`src/rtl/tetris_pkg.sv`:
```
// Shared piece-queue types: piece code, legal piece count, the empty code
// and the two-state control FSM encoding.
package tetris_pkg;
    typedef logic [2:0] piece_t;

    localparam int     NUM_PIECES = 7;
    localparam piece_t PIECE_NONE = 3'd7;

    typedef enum logic {
        FILL = 1'b0,
        FULL = 1'b1
    } q_state_t;
endpackage

```
`src/rtl/piece_fifo.sv`:
```
// Shift-register piece storage: entry 0 is the head, pop shifts toward it.
// The caller only asserts i_pop when occupied and i_push when there is room.
module piece_fifo
    import tetris_pkg::*;
#(
    parameter int DEPTH = 3
) (
    input  logic                   clk,
    input  logic                   reset_n,
    input  logic                   i_push,
    input  logic                   i_pop,
    input  piece_t                 i_data,
    output piece_t [DEPTH-1:0]     o_entries,
    output logic   [3:0]           o_count
);
    piece_t [DEPTH-1:0] r_mem;
    piece_t [DEPTH-1:0] w_next;
    logic   [3:0]       r_count;
    logic   [3:0]       w_wr_idx;

    // The new piece lands at the tail as it stands after any shift.
    assign w_wr_idx = i_pop ? (r_count - 4'd1) : r_count;

    for (genvar i = 0; i < DEPTH; i++) begin : g_slot
        piece_t w_shift;
        if (i < DEPTH - 1) begin : g_mid
            assign w_shift = i_pop ? r_mem[i+1] : r_mem[i];
        end else begin : g_top
            assign w_shift = i_pop ? 3'd0 : r_mem[i];
        end
        assign w_next[i] = (i_push && (w_wr_idx == 4'(i))) ? i_data : w_shift;
    end

    always_ff @(posedge clk or negedge reset_n) begin
        if (!reset_n) begin
            r_mem   <= '0;
            r_count <= 4'd0;
        end else begin
            r_mem <= w_next;
            case ({i_push, i_pop})
                2'b10:   r_count <= r_count + 4'd1;
                2'b01:   r_count <= r_count - 4'd1;
                default: r_count <= r_count;
            endcase
        end
    end

    assign o_entries = r_mem;
    assign o_count   = r_count;
endmodule

```
`src/rtl/piece_queue.sv`:
```
// Upcoming-piece queue: filters rand_in, applies the single-reroll rule
// against the last pushed piece, and tracks FILL/FULL plus sticky underflow.
module piece_queue
    import tetris_pkg::*;
#(
    parameter int DEPTH      = 3,
    parameter int NUM_PIECES = 7
) (
    input  logic               clk,
    input  logic               reset_n,
    input  logic [2:0]         rand_in,
    input  logic               pop,
    output logic               piece_valid,
    output logic [2:0]         piece_out,
    output logic [3*DEPTH-1:0] preview_out,
    output logic [3:0]         count,
    output logic               underflow
);
    q_state_t           r_state;
    piece_t             r_last;
    logic               r_reroll_used;
    logic               r_underflow;

    piece_t [DEPTH-1:0] w_entries;
    logic   [3:0]       w_count;
    logic               w_legal;
    logic               w_pop_eff;
    logic               w_room;
    logic               w_reroll_drop;
    logic               w_push;

    assign w_legal   = (rand_in != PIECE_NONE) && (int'(rand_in) < NUM_PIECES);
    assign w_pop_eff = pop && (w_count != 4'd0);
    assign w_room    = (r_state == FILL) || w_pop_eff;

    // Reroll bookkeeping only advances when the candidate could actually be pushed.
    assign w_reroll_drop = w_legal && w_room && (rand_in == r_last) && !r_reroll_used;
    assign w_push        = w_legal && w_room && !w_reroll_drop;

    always_ff @(posedge clk or negedge reset_n) begin
        if (!reset_n) begin
            r_state       <= FILL;
            r_last        <= PIECE_NONE;
            r_reroll_used <= 1'b0;
            r_underflow   <= 1'b0;
        end else begin
            if (pop && (w_count == 4'd0))
                r_underflow <= 1'b1;

            if (w_push) begin
                r_last        <= rand_in;
                r_reroll_used <= 1'b0;
            end else if (w_reroll_drop) begin
                r_reroll_used <= 1'b1;
            end

            case (r_state)
                FILL: if (w_push && !w_pop_eff && (w_count == 4'(DEPTH - 1)))
                          r_state <= FULL;
                FULL: if (w_pop_eff && !w_push)
                          r_state <= FILL;
                default: r_state <= FILL;
            endcase
        end
    end

    piece_fifo #(
        .DEPTH (DEPTH)
    ) u_fifo (
        .clk       (clk),
        .reset_n   (reset_n),
        .i_push    (w_push),
        .i_pop     (w_pop_eff),
        .i_data    (rand_in),
        .o_entries (w_entries),
        .o_count   (w_count)
    );

    assign count       = w_count;
    assign piece_valid = (w_count != 4'd0);
    assign piece_out   = w_entries[0];
    assign preview_out = w_entries;
    assign underflow   = r_underflow;
endmodule

```
`config.mk`:
```
export PLATFORM = sky130hd
export DESIGN_NAME = piece_queue
export DESIGN_NICKNAME = d
export VERILOG_FILES = /design/src/rtl/tetris_pkg.sv /design/src/rtl/piece_fifo.sv /design/src/rtl/piece_queue.sv
export SDC_FILE = /design/constraint.sdc
export NUM_CORES = 1
export LEC_CHECK = 0
export CAP_MARGIN = 20
export CELL_PAD_IN_SITES_DETAIL_PLACEMENT = 1
export CELL_PAD_IN_SITES_GLOBAL_PLACEMENT = 1
export CORE_AREA = 2 2 72 74
export DETAILED_ROUTE_END_ITERATION = 16
export DIE_AREA = 0 0 74 76
export MAX_ROUTING_LAYER = met4
export PLACE_DENSITY_LB_ADDON = 0.12
export SYNTH_ARGS = -nofsm -noshare
export SYNTH_HDL_FRONTEND = slang
export SYNTH_SLANG_ARGS = --single-unit
```
`constraint.sdc`:
```
create_clock -name clk -period 5.9 [get_ports clk]
set_input_delay 1.18 -clock clk [delete_from_list [all_inputs] [get_ports clk]]
set_output_delay 1.18 -clock clk [all_outputs]
set_load 0.02 [all_outputs]
```
# ---- Yosys cells after proc, flatten, opt, wreduce, memory -nomap -nowiden
# Index checks and enable logic that the tools add are counted.
dict set report word_totals {
  in_bits 6
  register_bits 19
  output_inout_bits 18
  word_cells 58
}
dict set report classes {
  n_addsub 2
  n_mux 13
  order_cmp 1
  bitwise 1
  eq_ne 7
  n_reduce_logical 26
}
# op count
set ops {}
lappend ops {{3-bit 2-to-1 mux} 6}
lappend ops {{1-bit logical AND} 13}
lappend ops {{2-bit nonzero test} 5}
lappend ops {{4-bit by 2-bit == test with 1-bit output (second input constant)} 2}
lappend ops {{4-bit zero test} 2}
lappend ops {{4-bit case mux with 2 select lines} 1}
lappend ops {{4-bit by 1-bit adder with 4-bit output (second input constant)} 1}
lappend ops {{4-bit by 1-bit == test with 1-bit output (second input constant)} 1}
lappend ops {{1-bit zero test} 4}
lappend ops {{1-bit 2-to-1 mux} 4}
lappend ops {{4-bit 2-to-1 mux} 1}
lappend ops {{4-bit nonzero test} 1}
lappend ops {{4-bit by 1-bit subtractor with 4-bit output (second input constant)} 1}
lappend ops {{3-bit == test} 1}
lappend ops {{3-bit less-than comparator (second input constant)} 1}
lappend ops {{3-bit != test (second input constant)} 1}
lappend ops {{2-bit by 1-bit == test with 1-bit output (second input constant)} 1}
lappend ops {{2-bit == test (second input constant)} 1}
lappend ops {{1-bit case mux with 2 select lines} 1}
lappend ops {{1-bit logical OR} 1}
lappend ops {{1-bit inverter} 1}

# ---- Longest topological paths before layout
dict set report logic_depth {
  word_depth 12
  ltp_mapped 12
}

# ---- Modules after synthesis
# From an unflattened synthesis, not the netlist that was laid out.
dict set report hier_totals {
  hier_cells 100
  area_unflattened_um2 1162.4
}
# module area_per_inst_um2 seq_area_each_um2 cells_per_inst instances
set by_module_without_submodules {}
lappend by_module_without_submodules {piece_fifo 785.8 325.3 68 1}
lappend by_module_without_submodules {piece_queue 376.6 153.9 32 1}

# ---- Worst setup path after synthesis
# No wires, ideal clock.
dict set report synth_timing {
  path_type {input to register}
  start {input port rand_in[2]}
  end {register u_fifo.r_count[2], in the netlist u_fifo.o_count[2]}
  required_ns 5.764
  path_buffers 0
  path_stages 8
  arrival_ns 2.565
  slack_ns 3.199
  path_cell_list {xor2_1 nor4_4 nor2_1 inv_1 ha_1 mux2i_1 nor2_1 xor2_1}
}
dict set report synth_via {
  elab_chain_cells 9
  word_cells_on_any_way 13
  cone_classes {order compare: 1; eq/ne: 4; mux: 1; reduce/logical: 7}
}
# element line
set synth_lines {}
lappend synth_lines {{start, declared} piece_queue.sv:11} ;# input logic [2:0] rand_in,
lappend synth_lines {{3-bit less-than comparator or 3-bit != test (tied branches)} piece_queue.sv:32} ;# assign w_legal = (rand_in != PIECE_NONE) && (int'(rand_in) < NUM_PIECES);
lappend synth_lines {{1-bit logical AND} piece_queue.sv:32}
lappend synth_lines {{1-bit logical AND} {piece_queue.sv:37, piece_queue.sv:38}}
lappend synth_lines {{1-bit logical AND (2 in a row)} piece_queue.sv:37} ;# assign w_reroll_drop = w_legal && w_room && (rand_in == r_last) && !r_reroll_used;
lappend synth_lines {{1-bit zero test} piece_queue.sv:38} ;# assign w_push = w_legal && w_room && !w_reroll_drop;
lappend synth_lines {{1-bit logical AND (*)} piece_queue.sv:38}
lappend synth_lines {{via u_fifo.i_push} piece_fifo.sv:10} ;# input logic i_push,
lappend synth_lines {{2-bit by 1-bit == test with 1-bit output or 2-bit == test (tied branches)} piece_fifo.sv:40} ;# case ({i_push, i_pop})
lappend synth_lines {{4-bit case mux with 2 select lines or 2-bit nonzero test (tied branches)} n/a}
lappend synth_lines {{end signal, assigned} piece_fifo.sv:41} ;# 2'b10: r_count <= r_count + 4'd1;
lappend synth_lines {{end signal, assigned} piece_fifo.sv:42} ;# 2'b01: r_count <= r_count - 4'd1;
lappend synth_lines {{end signal, assigned} piece_fifo.sv:43} ;# default: r_count <= r_count;
lappend synth_lines {{end, declared} piece_fifo.sv:18} ;# logic [3:0] r_count;
# Mark *: on every way through the listed nets, which the timed path passes. The rest lies on a longest branch.
# A chain may end at the register's enable or synchronous reset.

# ---- Worst setup path in the final report
dict set report layout_timing {
  start {register u_fifo.r_count[0], in the netlist u_fifo.o_count[0]}
  end {output port piece_valid}
}
dict set report layout_via {
  elab_chain_cells 1
}
# element line
set layout_lines {}
lappend layout_lines {{4-bit nonzero test} piece_queue.sv:80} ;# assign piece_valid = (w_count != 4'd0);
lappend layout_lines {{end, declared} piece_queue.sv:13} ;# output logic piece_valid,
# Every way passes these cells.

==> flow_metrics.env <==
export IMPL_post_drt_wl_per_cell_um=14.7
export IMPL_die_area_mm2=0.00562
export IMPL_syn2layout_area_growth_pct=27.5
export IMPL_tritoncts="built"
export IMPL_p_switching_mw=0.390
export IMPL_grt_usage_pct=12.0
export IMPL_antenna_cells=0
export IMPL_numCtsBuffers=3
export IMPL_max_freq_ghz=0.290
export IMPL_grt_max_degree=20
export IMPL_peakVddDrop_uv=121
export IMPL_syn_area_per_cell_um2=10.3
export IMPL_die_w_um=74
export IMPL_numPortBuffers=23
export IMPL_crit_slowest_cell="dfrtp_1"
export IMPL_leakage_nw=0.665
export IMPL_clockBufferDepth=2
export IMPL_routed_wl_mm=3.02
export IMPL_setup_viol=0
export IMPL_drc=0
export IMPL_period_needed_ns=3.45
export IMPL_rsz0062_at_grt="no"
export IMPL_synth_top_cell_by_area="dfrtp_1"
export IMPL_syn_cell_area_mm2=0.00117
export IMPL_synth_top_area_share_pct=34.2
export IMPL_placed_cells=202
export IMPL_path_buf_inv=3
export IMPL_cts_sinks=19
export IMPL_critPathMostFrequentCell="inv_1"
export IMPL_antenna_found_initial=0
export IMPL_vias=906
export IMPL_synth_seq_cells=19
export IMPL_drive_above_1_share_pct=12.5
export IMPL_crit_path_max_fanout=11
export IMPL_switching_share_pct=45.2
export IMPL_viasPerCell=4.40
export IMPL_yosysMostFrequentCell="inv_1"
export IMPL_grt_pass1_vias=997
export IMPL_power_frac_comb_pct=57.5
export IMPL_final_nets=149
export IMPL_crit_path_end_kind="primary output"
export IMPL_async_flop_share_pct=100
export IMPL_fin_skew_ns=0.00274
export IMPL_h_tree_depth=1
export IMPL_clk_pin_slew_worst_paths_ns=0.08
export IMPL_clock_latency_ns=0.26
export IMPL_postCtsResizedCells=0
export IMPL_core_area_mm2=0.00491
export IMPL_seq_power_share_pct=31.5
export IMPL_yosysSeqAreaShare_pct=40.9
export IMPL_syn_inst=114
export IMPL_final_setup_tns_ns=0
export IMPL_min_path_type="register to register"
export IMPL_dp_hpwl_mm=2.34
export IMPL_powerDensity_mw_per_mm2=578
export IMPL_postSynthNetCount=126
export IMPL_fp_dieH_um=76
export IMPL_worst_pin_slew_ns=0.877
export IMPL_layout_cells_non_filler=206
export IMPL_start_kind="register"
export IMPL_clkPwrFrac_pct=11.0
export IMPL_postCtsSetupRepairBufs=0
export IMPL_slew_headroom_pct=41.3
export IMPL_synth_area_top_cells="dfrtp_1 34%, dfstp_2 6.7%, ha_1 6.4%"
export IMPL_outcome="completed"
export IMPL_ioPinCount=24
export IMPL_path_delay_family="buffers and inverters"
export IMPL_arrival_ns=2.27
export IMPL_drv_cap=0
export IMPL_place_ws_ns=2.38
export IMPL_ant_nets=0
export IMPL_cp_data_required_time_ns=4.72
export IMPL_p_int_mw=0.474
export IMPL_drt_iter0_drc=37
export IMPL_post_route_period_util_pct=58.4
export IMPL_rows=26
export IMPL_max_stage_delay_ns=0.62
export IMPL_finalHoldViolCount=0
export IMPL_hold_buffers=0
export IMPL_synthFlopType="dfrtp_1"
export IMPL_gp_congestion=0.696
export IMPL_critPathKind="register to primary output"
export IMPL_ctsRootBufferMaster="clkbuf_8"
export IMPL_slew_viol_final=0
export IMPL_synthTopCellsByCount="19 x inv_1, 16 x dfrtp_1, 7 x o21ai_0"
export IMPL_cp_cell_sequence="inv_1 -> ha_1 -> nor3b_2 -> inv_1 -> clkdlybuf4s50_1"
export IMPL_synth_edf_count=0
export IMPL_yosysWarnings=0
export IMPL_timing_final_ws_setup_ns=2.45
export IMPL_grt_pass1_wl_mm=5.12
export IMPL_dr_pass1_iters=5
export IMPL_initial_utilization_pct=23.9
export IMPL_grt_ovfl_total=0
export IMPL_synthDistinctLibCells=35
## layer usage
layer	wire, µm	GRT usage, %
met1	1410	16.2
met2	1520	18.7
met3	78	1.59
met4	15	3.27
met5	0	-
## cell families (layout without fill, tap and decap cells)
group	Yosys count	in the layout	share of synthesized area (%)
DFF	19	19	40.9
and+or+nand+nor	25	25	13.3
buffers and inverters	24	46	9.61
AOI/OAI and AO/OA	28	28	19.6
adders and majority gates	6	6	6.40
muxes	5	5	4.27
xor gates and xnor gates	7	7	5.87
## layout make-up
class | instances | area, µm²
clock buffers | 3 | 41.3
repair buffers | 23 | 230
multi-input cells | 71 | 581
inverters | 19 | 71.3
clock inverters | 1 | 5.00
well taps | 70 | 87.6
flip-flops and latches | 19 | 479
fillers | 572 | 3420
## path summary, 6_finish.rpt
check / from / slack (ns) / to / cells past startpoint
worst max-delay path: u_fifo.o_count[0] / 2.45 / piece_valid / 5
worst min-delay path: underflow / 0.49 / underflow / 1
worst max register to register: u_fifo.o_count[0] / 3.03 / u_fifo.o_count[0] / 9
worst min register to register: underflow / 0.49 / underflow / 1
max in group asynchronous: reset_n / 3.95 / r_reroll_used / 1
min in group asynchronous: reset_n / 1.41 / u_fifo.o_count[3] / 1
## power by group through the flow
stage	registers (mW)	clock network, mW	logic (mW)
after detailed placement	0.276	0	0.501
after CTS	0.274	0.0972	0.507
after global routing	0.287	0.104	0.548
final	0.272	0.0950	0.497
after floorplan	0.308	0	0.292
after global placement	0.274	0	0.499
## registers in the layout, summed over array words and instances, names as in the netlist
| name | count |
|---|---|
| u_fifo.o_count | 4 |
| u_fifo.o_entries | 9 |
| r_state | 1 |
| underflow | 1 |
| r_reroll_used | 1 |
| r_last | 3 |
## stage by stage
stage          utilization [%]  hold WS [ns]  total power, mW  area [µm²]
6_report                  30.4         0.488            0.864        1500
5_1_grt                   30.4         0.508            0.938        1500
4_1_cts                   30.4         0.502            0.878        1500
3_5_place_dp              29.5         0.485            0.778        1450
3_3_place_gp              29.5         0.462            0.774        1450
2_1_floorplan                -         0.480            0.600        1170
## placed cells by master, fill, tap and decap left out, types with 2 or more instances in the layout
| cell type | Yosys | final |
|---|---|---|
| mux2i_1 | 5 | 5 |
| dfrtp_1 | 16 | 16 |
| nor2_1 | 6 | 6 |
| dfstp_2 | 3 | 3 |
| nor3b_2 | 2 | 2 |
| clkbuf_8 | 0 | 3 |
| nor2b_1 | 2 | 2 |
| clkdlybuf4s50_1 | 0 | 23 |
| a21oi_1 | 5 | 5 |
| o21ai_0 | 7 | 7 |
| xor2_1 | 5 | 5 |
| inv_1 | 19 | 19 |
| nand2_1 | 5 | 5 |
| ha_1 | 6 | 6 |
| a222oi_1 | 6 | 6 |
| nand3_1 | 3 | 3 |
## worst reg2reg max path, cell delays in order, from the launching register on
cell and delay, ns:
dfrtp_1 0.62, inv_1 0.15, ha_1 0.28, nor3b_2 0.20, a211o_4 0.38, nor2_1 0.23, inv_1 0.15, ha_1 0.39
a211oi_1 0.28, a21o_1 0.12
Power figures use the tool's default switching activity.
